===== src/rtl/uart_pkg.sv =====
// rtl/uart_pkg.sv - shared types, defaults and checksum rule for the UART command path
package uart_pkg;

  typedef enum logic [2:0] {
    ST_IDLE,
    ST_ADDR,
    ST_LEN,
    ST_DATA,
    ST_CSUM,
    ST_COMMIT
  } state_t;

  localparam logic [7:0] SYNC_BYTE   = 8'hA5;
  localparam int         MAX_LEN_DEF = 16;
  localparam int         TIMEOUT_DEF = 200;
  localparam int         TO_W_DEF    = 8;

  // The 8-bit sum of ADDR, LEN, payload and CSUM must wrap to zero.
  function automatic logic csum_ok(input logic [7:0] sum, input logic [7:0] csum);
    return 8'(sum + csum) == 8'h00;
  endfunction

endpackage


===== src/rtl/uart_cmd_ctrl_if.sv =====
// rtl/uart_cmd_ctrl_if.sv - receive handshake, register write bus and frame status
interface uart_cmd_ctrl_if;
  logic [7:0] rx_data;
  logic       rx_rdy;
  logic       rx_ack;
  logic       wr_en;
  logic [7:0] wr_addr;
  logic [7:0] wr_data;
  logic       wr_ready;
  logic       frame_ok;
  logic       frame_err;
  logic [7:0] err_cnt;

  modport slave (
    input  rx_data, rx_rdy, wr_ready,
    output rx_ack, wr_en, wr_addr, wr_data, frame_ok, frame_err, err_cnt
  );

  modport master (
    output rx_data, rx_rdy, wr_ready,
    input  rx_ack, wr_en, wr_addr, wr_data, frame_ok, frame_err, err_cnt
  );
endinterface


===== src/rtl/cmd_buf.sv =====
// rtl/cmd_buf.sv - payload register file, synchronous write, combinational read
module cmd_buf #(
  parameter int DEPTH = 16,
  parameter int AW    = 4
) (
  input  logic          clk,
  input  logic          we,
  input  logic [AW-1:0] waddr,
  input  logic [7:0]    wdata,
  input  logic [AW-1:0] raddr,
  output logic [7:0]    rdata
);

  logic [7:0] mem [DEPTH];

  always_ff @(posedge clk) begin
    if (we) mem[waddr] <= wdata;
  end

  assign rdata = mem[raddr];

endmodule


===== src/rtl/uart_cmd_ctrl.sv =====
// rtl/uart_cmd_ctrl.sv - frame parser and checksum-gated register write sequencer
module uart_cmd_ctrl
  import uart_pkg::*;
#(
  parameter logic [7:0] SYNC    = SYNC_BYTE,
  parameter int         MAX_LEN = MAX_LEN_DEF,
  parameter int         TIMEOUT = TIMEOUT_DEF,
  parameter int         TO_W    = TO_W_DEF
) (
  input logic            baud_clk,
  input logic            rst,
  uart_cmd_ctrl_if.slave bus
);

  localparam int IDX_W = $clog2(MAX_LEN + 1);
  localparam int AW    = (MAX_LEN > 1) ? $clog2(MAX_LEN) : 1;

  state_t           state;
  logic [7:0]       base;
  logic [7:0]       sum;
  logic [IDX_W-1:0] idx;
  logic [IDX_W-1:0] len;
  logic [TO_W-1:0]  to_cnt;

  logic             accept;
  logic             len_ok;
  logic             in_frame;
  logic             frame_fail;
  logic [IDX_W-1:0] next_idx;
  logic             buf_we;
  logic [AW-1:0]    buf_waddr;
  logic [AW-1:0]    buf_raddr;
  logic [7:0]       buf_rdata;

  // A byte stays pending in the receiver during COMMIT and is taken from IDLE.
  assign accept    = bus.rx_rdy && !bus.rx_ack && (state != ST_COMMIT);
  assign len_ok    = (bus.rx_data != 8'h00) && (9'(bus.rx_data) <= 9'(MAX_LEN));
  assign next_idx  = idx + IDX_W'(1);
  assign buf_we    = accept && (state == ST_DATA);
  assign buf_waddr = AW'(idx);
  // Read ahead so the next write's data is ready when the current one is accepted.
  assign buf_raddr = AW'((state == ST_COMMIT) ? next_idx : '0);

  always_comb begin
    in_frame   = (state == ST_ADDR) || (state == ST_LEN) ||
                 (state == ST_DATA) || (state == ST_CSUM);
    frame_fail = 1'b0;
    if (accept && (state == ST_LEN) && !len_ok) frame_fail = 1'b1;
    if (accept && (state == ST_CSUM) && !csum_ok(sum, bus.rx_data)) frame_fail = 1'b1;
    // An arriving byte beats a simultaneous timeout expiry.
    if (!accept && in_frame && (to_cnt == TO_W'(TIMEOUT - 1))) frame_fail = 1'b1;
  end

  cmd_buf #(.DEPTH(MAX_LEN), .AW(AW)) u_buf (
    .clk   (baud_clk),
    .we    (buf_we),
    .waddr (buf_waddr),
    .wdata (bus.rx_data),
    .raddr (buf_raddr),
    .rdata (buf_rdata)
  );

  always_ff @(posedge baud_clk or posedge rst) begin
    if (rst) begin
      state         <= ST_IDLE;
      base          <= '0;
      sum           <= '0;
      idx           <= '0;
      len           <= '0;
      to_cnt        <= '0;
      bus.rx_ack    <= 1'b0;
      bus.wr_en     <= 1'b0;
      bus.wr_addr   <= '0;
      bus.wr_data   <= '0;
      bus.frame_ok  <= 1'b0;
      bus.frame_err <= 1'b0;
      bus.err_cnt   <= '0;
    end else begin
      bus.rx_ack    <= accept;
      bus.frame_ok  <= 1'b0;
      bus.frame_err <= 1'b0;

      if (!in_frame || accept || frame_fail) to_cnt <= '0;
      else                                   to_cnt <= to_cnt + TO_W'(1);

      if (frame_fail) begin
        bus.frame_err <= 1'b1;
        if (bus.err_cnt != 8'hFF) bus.err_cnt <= bus.err_cnt + 8'd1;
        state <= ST_IDLE;
      end else begin
        case (state)
          ST_IDLE: if (accept && bus.rx_data == SYNC) begin
            sum   <= '0;
            state <= ST_ADDR;
          end
          ST_ADDR: if (accept) begin
            base  <= bus.rx_data;
            sum   <= sum + bus.rx_data;
            state <= ST_LEN;
          end
          ST_LEN: if (accept) begin
            len   <= IDX_W'(bus.rx_data);
            sum   <= sum + bus.rx_data;
            idx   <= '0;
            state <= ST_DATA;
          end
          ST_DATA: if (accept) begin
            sum <= sum + bus.rx_data;
            idx <= next_idx;
            if (next_idx == len) state <= ST_CSUM;
          end
          ST_CSUM: if (accept) begin
            idx         <= '0;
            bus.wr_en   <= 1'b1;
            bus.wr_addr <= base;
            bus.wr_data <= buf_rdata;
            state       <= ST_COMMIT;
          end
          ST_COMMIT: if (bus.wr_ready) begin
            if (next_idx == len) begin
              bus.wr_en    <= 1'b0;
              bus.frame_ok <= 1'b1;
              idx          <= '0;
              state        <= ST_IDLE;
            end else begin
              idx         <= next_idx;
              bus.wr_addr <= base + 8'(next_idx);
              bus.wr_data <= buf_rdata;
            end
          end
          default: state <= ST_IDLE;
        endcase
      end
    end
  end

endmodule


===== src/flat_wrapper.sv =====
// flat-port wrapper written by rule: the top's interface ports become plain ports
module uart_cmd_ctrl_flat import uart_pkg::*;
#(
  parameter logic [7:0] SYNC    = SYNC_BYTE,
  parameter int         MAX_LEN = MAX_LEN_DEF,
  parameter int         TIMEOUT = TIMEOUT_DEF,
  parameter int         TO_W    = TO_W_DEF
)
  (baud_clk, rst, bus_rx_data, bus_rx_rdy, bus_wr_ready, bus_rx_ack, bus_wr_en, bus_wr_addr, bus_wr_data, bus_frame_ok, bus_frame_err, bus_err_cnt);
  uart_cmd_ctrl_if bus_i ();
  input logic baud_clk;
  input logic rst;
  input wire logic [$bits(bus_i.rx_data)-1:0] bus_rx_data;
  input wire logic [$bits(bus_i.rx_rdy)-1:0] bus_rx_rdy;
  input wire logic [$bits(bus_i.wr_ready)-1:0] bus_wr_ready;
  output wire logic [$bits(bus_i.rx_ack)-1:0] bus_rx_ack;
  output wire logic [$bits(bus_i.wr_en)-1:0] bus_wr_en;
  output wire logic [$bits(bus_i.wr_addr)-1:0] bus_wr_addr;
  output wire logic [$bits(bus_i.wr_data)-1:0] bus_wr_data;
  output wire logic [$bits(bus_i.frame_ok)-1:0] bus_frame_ok;
  output wire logic [$bits(bus_i.frame_err)-1:0] bus_frame_err;
  output wire logic [$bits(bus_i.err_cnt)-1:0] bus_err_cnt;
  assign bus_i.rx_data = bus_rx_data;
  assign bus_i.rx_rdy = bus_rx_rdy;
  assign bus_i.wr_ready = bus_wr_ready;
  assign bus_rx_ack = bus_i.rx_ack;
  assign bus_wr_en = bus_i.wr_en;
  assign bus_wr_addr = bus_i.wr_addr;
  assign bus_wr_data = bus_i.wr_data;
  assign bus_frame_ok = bus_i.frame_ok;
  assign bus_frame_err = bus_i.frame_err;
  assign bus_err_cnt = bus_i.err_cnt;
  uart_cmd_ctrl #(.SYNC(SYNC), .MAX_LEN(MAX_LEN), .TIMEOUT(TIMEOUT), .TO_W(TO_W)) u_core (.baud_clk(baud_clk), .rst(rst), .bus(bus_i));
endmodule

===== config.mk =====
export PLATFORM = sky130hd
export DESIGN_NAME = uart_cmd_ctrl_flat
export DESIGN_NICKNAME = d
export VERILOG_FILES = /design/src/rtl/uart_pkg.sv /design/src/rtl/uart_cmd_ctrl_if.sv /design/src/rtl/cmd_buf.sv /design/src/rtl/uart_cmd_ctrl.sv /design/src/flat_wrapper.sv
export SDC_FILE = /design/constraint.sdc
export NUM_CORES = 1
export LEC_CHECK = 0
export BUFFER_PORTS_ARGS = -buffer_cell sky130_fd_sc_hd__buf_2
export CAP_MARGIN = 20
export CORE_MARGIN = 2
export CORE_UTILIZATION = 50
export CTS_CLUSTER_DIAMETER = 120
export DETAILED_ROUTE_END_ITERATION = 7
export PLACE_DENSITY = 0.71
export SYNTH_ARGS = -nofsm -noshare
export SYNTH_HDL_FRONTEND = slang
export SYNTH_SLANG_ARGS = --single-unit

===== constraint.sdc =====
create_clock -name baud_clk -period 3.3 [get_ports baud_clk]
set_input_delay 0.165 -clock baud_clk [delete_from_list [all_inputs] [get_ports baud_clk]]
set_output_delay 0.165 -clock baud_clk [all_outputs]
set_load 0.02 [all_outputs]

Word level (Yosys, flattened, before mapping)
Memories as Yosys holds them, arrays and structs flattened.
Cells that the tools add are included.
{ "classes": {"reduce_logical": 37, "mux": 42, "eq_ne": 26, "bitwise": 1, "order_cmp": 1, "addsub": 5} }
{ "ops": {"columns": ["cell", "count"], "rows": [
  ["$mux 8", 9],
  ["$pmux 8 s2", 3],
  ["$mux 3", 9],
  ["$mux 5", 4],
  ["$pmux 3 s6", 1],
  ["$add 8x1->8 const B", 2],
  ["$eq 8x8->1 const B", 2],
  ["$ne 3x1->1 const B", 5],
  ["$pmux 5 s3", 1],
  ["$reduce_and 5->1", 3],
  ["$mux 1", 13],
  ["$logic_and 1x1->1", 11],
  ["$ne 2x1->1 const B", 5],
  ["$ne 3x2->1 const B", 3],
  ["$add 8x5->8", 1],
  ["$add 8x8->8", 1],
  ["$le 8x5->1 const B", 1],
  ["$logic_not 8->1", 1],
  ["$ne 8x8->1 const B", 1],
  ["$reduce_and 8->1", 1],
  ["$reduce_bool 8->1", 1],
  ["$eq 3x2->1 const B", 2],
  ["$eq 3x3->1 const B", 2],
  ["$ne 2x2->1 const B", 3],
  ["other kinds (17)", 27]
]} }
{ "word_totals": {"mem_count": 1, "word_cells": 126, "output_inout_bits": 28, "mem_bits_rw": 128, "register_bits": 65} }
{ "memory_table": {"columns": ["name", "words", "word_bits", "rd", "rd_clocked_by_memory_dff", "wr", "line", "rtl"], "rows": [
  ["u_core.u_buf.mem", 16, 8, 1, 0, 1, "cmd_buf.sv:14", "logic [7:0] mem [DEPTH];"]
]} }

Depth between registers and ports, before layout
Gate-level depths: netlist (run 1).
{ "logic_depth": {"word_depth": 10, "depth_mapped": 11, "mapped_depth_nobuf": 10} }

Cells and area by module
Synthesis (run 1) repeated with hierarchy kept, for this count alone.
{ "unflattened": {"cells_unflattened": 612, "hier_area_um2": 9044.9} }
{ "modules_own_cells": {"columns": ["mod", "area_per_inst_um2", "n_inst", "seq_area_each_um2", "cells_each"], "rows": [
  ["cmd_buf", 4987.3, 1, 3843.7, 221],
  ["uart_cmd_ctrl", 4057.6, 1, 1626.6, 391]
]} }

Worst setup path after synthesis (run 1)
No wires, ideal clock.
{ "synth_path": {"path_type": "reg2reg", "start": "register u_core.idx[0]", "end": "register u_core.bus.wr_addr[3]", "slack_ns": 0.314, "n_path_buf": 3, "arrival_ns": 2.862, "required_time_ns": 3.175, "stages_incl_launch_ff": 12, "path_cell_list": "dfrtp_1 > clkinv_1 > clkbuf_1 > ha_1 > clkbuf_1 > xnor2_1 > nand3_1 > nor3_2 > nor2_1 > a21oi_2 > buf_6 > mux2_2"} }
{ "synth_via": {"elab_chain_len": 5, "word_cells_on_any_way": 8} }
{ "synth_rtl": {"columns": ["item", "line", "rtl"], "rows": [
  ["start: declaration", "uart_cmd_ctrl.sv:21", "logic [IDX_W-1:0] idx;"],
  ["start signal: assignment", "uart_cmd_ctrl.sv:109", "idx <= next_idx;"],
  ["start signal: assignment", "uart_cmd_ctrl.sv:126", "idx <= next_idx;"],
  ["$add 5x1->5 (*)", "uart_cmd_ctrl.sv:38", "assign next_idx = idx + IDX_W'(1);"],
  ["$add 8x5->8", "uart_cmd_ctrl.sv:127", "bus.wr_addr <= base + 8'(next_idx);"],
  ["$mux 8", "uart_cmd_ctrl.sv:120", "if (next_idx == len) begin"],
  ["$mux 8", "uart_cmd_ctrl.sv:119", "ST_COMMIT: if (bus.wr_ready) begin"],
  ["$pmux 8 s2", "uart_cmd_ctrl.sv:91", "case (state)"],
  ["end signal: assignment", "uart_cmd_ctrl.sv:115", "bus.wr_addr <= base;"],
  ["end signal: assignment", "uart_cmd_ctrl.sv:127", null],
  ["end: declaration", "uart_cmd_ctrl_if.sv:16", "output rx_ack, wr_en, wr_addr, wr_data, frame_ok, frame_err, err_cnt"]
]} }
Every way passes the cells marked *; elsewhere a longest branch is shown, timed or not. The select of a mux whose other input is x is not followed.
A chain may end at the register's enable or synchronous reset.

Worst setup path in the final report (run 1)
{ "layout_path": {"start": "register u_core.sum[0]", "end": "register u_core.bus.wr_data[4]"} }
{ "layout_via": {"elab_chain_len": 8} }
{ "layout_rtl": {"columns": ["item", "line", "rtl"], "rows": [
  ["start: declaration", "uart_cmd_ctrl.sv:20", "logic [7:0] sum;"],
  ["start signal: assignment", "uart_cmd_ctrl.sv:98", "sum <= sum + bus.rx_data;"],
  ["start signal: assignment", "uart_cmd_ctrl.sv:103", "sum <= sum + bus.rx_data;"],
  ["start signal: assignment", "uart_cmd_ctrl.sv:108", "sum <= sum + bus.rx_data;"],
  ["$add 8x8->8", "uart_pkg.sv:20", "return 8'(sum + csum) == 8'h00;"],
  ["$logic_not 8->1", "uart_pkg.sv:20", null],
  ["$logic_not 1->1", "uart_cmd_ctrl.sv:49", "if (accept && (state == ST_CSUM) && !csum_ok(sum, bus.rx_data)) frame_fail = 1'b1;"],
  ["$logic_and 1x1->1", "uart_cmd_ctrl.sv:49", null],
  ["$mux 1", "uart_cmd_ctrl.sv:49", null],
  ["$mux 1", "uart_cmd_ctrl.sv:51", "if (!accept && in_frame && (to_cnt == TO_W'(TIMEOUT - 1))) frame_fail = 1'b1;"],
  ["$not 1->1 (no source line)", null, null],
  ["$reduce_and 5->1 (no source line)", null, null],
  ["end signal: assignment", "uart_cmd_ctrl.sv:116", "bus.wr_data <= buf_rdata;"],
  ["end signal: assignment", "uart_cmd_ctrl.sv:128", "bus.wr_data <= buf_rdata;"],
  ["end: declaration", "uart_cmd_ctrl_if.sv:16", null]
]} }
Every way passes these cells.

==> results of run 1 <==
## placed cells by master, fill, tap and decap left out, types with 5 or more instances in the layout
cell type,synthesis,routed
a211oi_1,10,10
o211ai_1,9,9
o21ai_0,22,22
buf_2,9,39
or3_1,10,10
nand2_1,39,39
buf_4,1,37
mux4_2,16,16
nor3_1,15,15
dfrtp_1,65,65
ha_1,18,18
nor2b_1,8,8
xor2_1,9,9
clkbuf_16,0,17
and3_1,8,8
xnor2_1,16,16
o311ai_0,8,8
a221oi_1,9,9
inv_1,8,7
a21o_1,5,5
edfxtp_1,128,128
nand3_1,16,16
mux2i_1,19,19
nor3b_1,7,7
nor2_1,44,44
mux2_2,35,35
nand2b_1,5,5
a21oi_1,19,19
## repair_timing
action	in CTS	in global routing
endpoints found under the hold margin	41	0
gates resized for setup	0	1
buffers inserted	0	1
hold buffers	1	0
endpoints found under the setup margin	0	5
## per-layer routing
metal	part of all wire	vias to the layer above	global-route usage
li1	-	2504	-
met1	0.42	2747	0.2963
met2	0.51	186	0.3604
met3	0.056	20	0.04810
met4	0.015	0	0.07060
met5	0	-	0
## worst paths after layout
check	cells after the start	startpoint	end	slack, ns
worst max register to register	10	u_core.sum[0]	u_core.bus.wr_data[4]	0.26
worst min-delay path	2	bus_wr_ready	u_core.bus.frame_ok	0.05
min in group asynchronous	3	rst	u_core.bus.wr_addr[0]	0.50
worst min register to register	1	u_core.to_cnt[0]	u_core.to_cnt[0]	0.48
max in group asynchronous	4	rst	u_core.to_cnt[2]	1.93
worst max-delay path	10	u_core.sum[0]	u_core.bus.wr_data[4]	0.26
## report_power, final
part,total [mW],internal [mW],switching [mW]
Clock,2.08,1.20,0.881
Sequential,2.99,2.77,0.223
Combinational,2.15,0.921,1.23
Total,7.22,4.89,2.34
## through the flow
step	total power [mW]	hold slack (ns)	std cells
floorplan	4.624	0.2639	623
global placement	5.098	0.4165	895
detailed placement	5.178	0.4340	895
CTS	7.258	0.03282	928
global route	7.597	0.05958	929
finish	7.224	0.05033	929
## critical path, stage by stage (launching register included)
cell and delay (ns):
dfrtp_1 0.39, ha_1 0.23, fa_1 0.43, a211o_1 0.33, a2111oi_0 0.39, nor3b_1 0.13, nand4_1 0.18, nor2_1 0.09
a21oi_2 0.22, buf_12 0.19, mux2_2 0.35
## cell families (layout without fill, tap and decap cells)
kind of cell,count (synthesis),after routing
XOR/XNOR,28,28
multiplexers,70,70
buffers and inverters,38,119
AND/OR/NAND/NOR,172,172
adder cells (fa/ha/maj),20,20
flip-flops,193,193
AO/OA/AOI/OAI,102,102
## sequential cells by signal, summed over array words and instances, names as in the netlist
signal / cells
u_core.base: 8
u_core.bus.err_cnt: 8
u_core.bus.frame_err: 1
u_core.bus.frame_ok: 1
u_core.bus.rx_ack: 1
u_core.bus.wr_addr: 8
u_core.bus.wr_data: 8
u_core.bus.wr_en: 1
u_core.idx: 5
u_core.len: 5
u_core.state: 3
u_core.sum: 8
u_core.to_cnt: 8
u_core.u_buf.mem: 128
## layout make-up
cell class              count  area share
clock buffers              20     0.04393
multi-input cells         392      0.3078
clock inverters            12     0.01561
inverters                   9    0.003399
well taps                 225     0.02832
flip-flops and latches    193      0.5504
repair buffers             78     0.05060
==> results.yml, run 1 <==
detailed_routing:
  vias_per_cell: 5.874
  ant_nets: 0
  dr.first_iter.drc_count: 519
  post-route-drc-count: 0
  vias: 5457
  dr.pass1.iters: 5
  routed_wirelength_mm: 19.30
  wl_per_cell_microns: 20.78
timing:
  hold_violations: 0
  worstMarginPinSlew_ns: 0.9569
  setup_tns_ns: 0
  finalClockSkew_ns: 0.006732
  fmax_ghz: 0.3284
  min_period_ns: 3.045
  post-route-period-util: 0.9227
  grt_setup_unrepaired: "no"
  fin_ws_ns: 0.2550
  relSlewSlack: 0.3612
  drv_slew: 0
  setup_violations: 0
run_status:
  status: "complete, no violations"
placed_design:
  dpl_worst_slack_ns: 0.2352
  dp_hpwl_mm: 12.65
  placed_cell_area_sq_um: 9329
  io_buffers: 39
  routabilityCongestion: 0.8448
clock_tree:
  cts_buffer_depth: 2
  clockRootBuffer: "clkbuf_16"
  h-tree-depth: 4
  cts-buffers-inserted: 17
  clock_latency_ns: 0.44
  tritoncts: "done"
  clock-sinks: 193
  cts.clk_slew.worst_paths_ns: 0.07
die:
  dieArea_sq_um: 18500
  fp.coreArea_sq_um: 17180
  start_util: 0.5074
  rows: 48
  io_pins: 40
  die_w_microns: 136.0
  die_h_microns: 136.0
setup_path:
  crit_path_end_kind: "flip-flop"
  critPathRequiredTime_ns: 3.62
  path_max_fanout: 16
  worstSetupStartpointType: "flip-flop"
  critical_path_arrival_ns: 3.36
  path_class: "flip-flop to flip-flop"
final_layout:
  area_growth_pct: 14.04
  fin_util: 0.5787
  drive_gt1_frac: 0.2386
  nFillCells: 1366
  n_antenna_cell: 0
  seqCellArea_sq_um: 5470
  layout.nets: 723
  final_area_sq_um: 9940
  multi_input_area_sq_um: 3059
global_routing:
  first_global_vias: 5436
  grt_overflow_total: 0
  grt_use_total: 0.2206
  grt_pass1_wl_mm: 30.15
  grt_max_degree: 43
  antenna_found_initial: 0
logic_synthesis:
  ys_top_cells_by_count: "128 x edfxtp_1, 65 x dfrtp_1, 44 x nor2_1"
  synth_top_family_by_area: "multiplexers"
  synth-edff-count: 128
  syn-num-nets: 655
  synth_seq_cells: 193
  ys.flop_type: "edfxtp_1"
  synth-xor-area-share: 0.03201
  async_reset_ff_frac: 0.3368
  synthSimpleGateAreaFrac: 0.09891
  synthAdderAreaFrac: 0.03043
  avgSynthCellArea_sq_um: 13.99
  yosysUniqueCellTypes: 63
  yosys.area.top_type_share: 0.4410
  ys_seq_area_frac: 0.6276
  synth_mux_area_frac: 0.1084
  synth_compound_area_frac: 0.08111
  yosys.area.top_type: "edfxtp_1"
  yosys_warnings: 0
  synthTopCellsByArea: "edfxtp_1 44%, dfrtp_1 19%, mux2_2 4.5%, mux4_2 4.1%, ha_1 2.6%"
  synth_most_common_cell: "edfxtp_1"
  syn_inst: 623
  syn-cell-area_sq_um: 8716
power_and_ir_drop:
  leakage_nw: 3.925
  powerDensity_nw_per_um2: 726.8
  ir_drop_mv: 0.4505
run:
  drv_cap: 0
hold_path:
  hold_class: "input pin to flip-flop"
Note: power is estimated with default switching activity, not from simulation.
==> run 2, diff against run 1 <==
Settings changed: PLACE_DENSITY 0.71 to 0.74.
Clock period 3.3 ns to 2.6 ns, I/O delays scaled along.
==> results.yml, run 2 (synthesized netlist as in run 1, its figures left out) <==
run_status:
  status: "finished with violations"
  violations: "negative setup slack"
timing:
  setup_violations: 32
  worstMarginPinSlew_ns: 0.7060
  fmax_ghz: 0.3546
  grt_setup_unrepaired: "yes"
  finalClockSkew_ns: 0.009367
  relSlewSlack: 0.5287
  fin_ws_ns: -0.2198
  hold_violations: 0
  post-route-period-util: 1.085
  min_period_ns: 2.820
  drv_slew: 0
placed_design:
  dpl.cell_count: 920
  routabilityCongestion: 0.8374
  io_buffers: 39
  dp_hpwl_mm: 13.29
  dpl_worst_slack_ns: -0.2421
  placed_cell_area_sq_um: 9605
clock_tree:
  h-tree-depth: 4
  clock-sinks: 193
  cts-buffers-inserted: 17
  cts.clk_slew.worst_paths_ns: 0.07
  tritoncts: "done"
  clock_latency_ns: 0.44
  cts_buffer_depth: 2
  clockRootBuffer: "clkbuf_16"
detailed_routing:
  dr.pass1.iters: 5
  routed_wirelength_mm: 19.93
  vias_per_cell: 5.899
  wl_per_cell_microns: 20.82
  ant_nets: 0
  post-route-drc-count: 0
  vias: 5645
  dr.first_iter.drc_count: 503
setup_path:
  critPathSlowestCell: "dfrtp_1"
  crit_path_end_kind: "flip-flop"
  r2r_end: "u_core.bus.err_cnt[7]"
  path_class: "flip-flop to flip-flop"
  critPathRequiredTime_ns: 2.93
  critical_path_arrival_ns: 3.15
  critPathLaunch: "u_core.sum[0]"
  worstSetupStartpointType: "flip-flop"
  reg2reg_depth: 9
  crit_path_frequent_cell: "nand4_1"
  r2r_start: "u_core.sum[0]"
  path_max_fanout: 4
  endpoint: "u_core.bus.err_cnt[7]"
  reg2reg_slack_ns: -0.22
  path_cells: "ha_2 > fa_2 > a211o_4 > a21o_1 > a221oi_2 > nand4_1 > o31a_1 > nand4_1 > mux2_4"
  cpPeakStageDelay_ns: 0.38
global_routing:
  grt_overflow_total: 0
  grt_pass1_wl_mm: 30.74
  grt_use_total: 0.2268
  grt_util_met3: 0.04698
  grt_use_met1: 0.2908
  use_met2: 0.3794
  grt_max_degree: 34
  antenna_found_initial: 0
  first_global_vias: 5681
  top_usage_layer: "met2"
die:
  die_w_microns: 136.0
  start_util: 0.5074
  dieArea_sq_um: 18500
  die_h_microns: 136.0
  fp.coreArea_sq_um: 17180
  rows: 48
  io_pins: 40
final_layout:
  fin_cells: 957
  layout.nets: 750
  mostFrequentLayoutCells: "128 x edfxtp_1, 65 x dfrtp_1, 59 x buf_4"
  largest_reg_flops: 128
  drive_gt1_frac: 0.2927
  area_growth_pct: 18.17
  top_register: "u_core.u_buf.mem"
  final_area_sq_um: 10300
  layout_commonest_cell: "edfxtp_1"
power_and_ir_drop:
  ir_drop_mv: 0.5420
  p_total_mw: 9.569
  powerDensity_nw_per_um2: 929.0
  leakage_nw: 4.093
run:
  drv_cap: 0
hold_path:
  hold_class: "input pin to flip-flop"
run 2: cell count changes in the layout (fill, tap and decap cells not counted), sizes merged:
cell,delta
buf,+26
bufinv,-2
clkbuf,-2
clkinvlp,+2
diode,+1
dlygate4sd3,+1
inv,+2
run 2: how the worst min path moves through the flow:
stage	slack [ns]	cells past startpoint	from	end
floorplan	0.23	0	bus_rx_data[0]	u_core.u_buf.mem[0][0]
global placement	0.27	2	rst	u_core.bus.wr_addr[4]
detailed placement	0.29	2	rst	u_core.bus.wr_addr[5]
CTS	0.09	3	bus_rx_rdy	u_core.bus.rx_ack
global route	0.17	3	bus_rx_rdy	u_core.bus.rx_ack
finish	0.11	3	bus_rx_rdy	u_core.bus.rx_ack
run 2: through the flow:
| step | TNS, ns | hold WS [ns] | util |
|---|---|---|---|
| 3_3_place_gp | -4.820 | 0.2710 | 0.5592 |
| 6_report | -5.321 | 0.1132 | 0.5997 |
| 5_1_grt | -9.649 | 0.1738 | 0.5995 |
| 3_5_place_dp | -6.252 | 0.2876 | 0.5592 |
| 4_1_cts | -4.645 | 0.09444 | 0.5960 |
| 2_1_floorplan | -1.943 | 0.2289 | - |
run 2: worst max-delay path: cells and delay by family, from the launching register on:
kind | cells | cell delay (ns)
AND/OR/NAND/NOR | 2 | 0.34
multiplexers | 1 | 0.30
AO/OA/AOI/OAI | 4 | 1.15
adder cells (fa/ha/maj) | 2 | 0.54
flip-flops | 1 | 0.38
run 2: report_power, final:
group / leakage (nW) / internal [mW] / switching [mW]
clock network: 0.277 / 1.35 / 1.20
registers: 2.01 / 3.52 / 0.260
logic: 1.81 / 1.44 / 1.79
run 2: area by class of cell:
cell class / count / area (sq um)
fill: 1315 / 6877
sequential: 193 / 5470
antenna: 1 / 2.502
inverter: 9 / 35.03
clock inverter: 14 / 151.4
multi-input combinational: 392 / 3189
timing repair buffer: 105 / 740.7
tap: 225 / 281.5
clock buffer: 18 / 429.2
run 2: timing repair:
action | CTS | global route
setup buffers | 2 | 2
gates cloned | 0 | 0
endpoints found under the hold margin | 33 | 0
hold buffers | 2 | 0
gates resized for setup | 5 | 9
pin swaps | 8 | 4
endpoints found under the setup margin | 33 | 33
run 2: metal layers:
metal / wire length (microns) / vias up
li1: - / 2561
met1: 8009 / 2845
met2: 10430 / 203
met3: 1162 / 36
met4: 332 / 0
met5: 0 / -
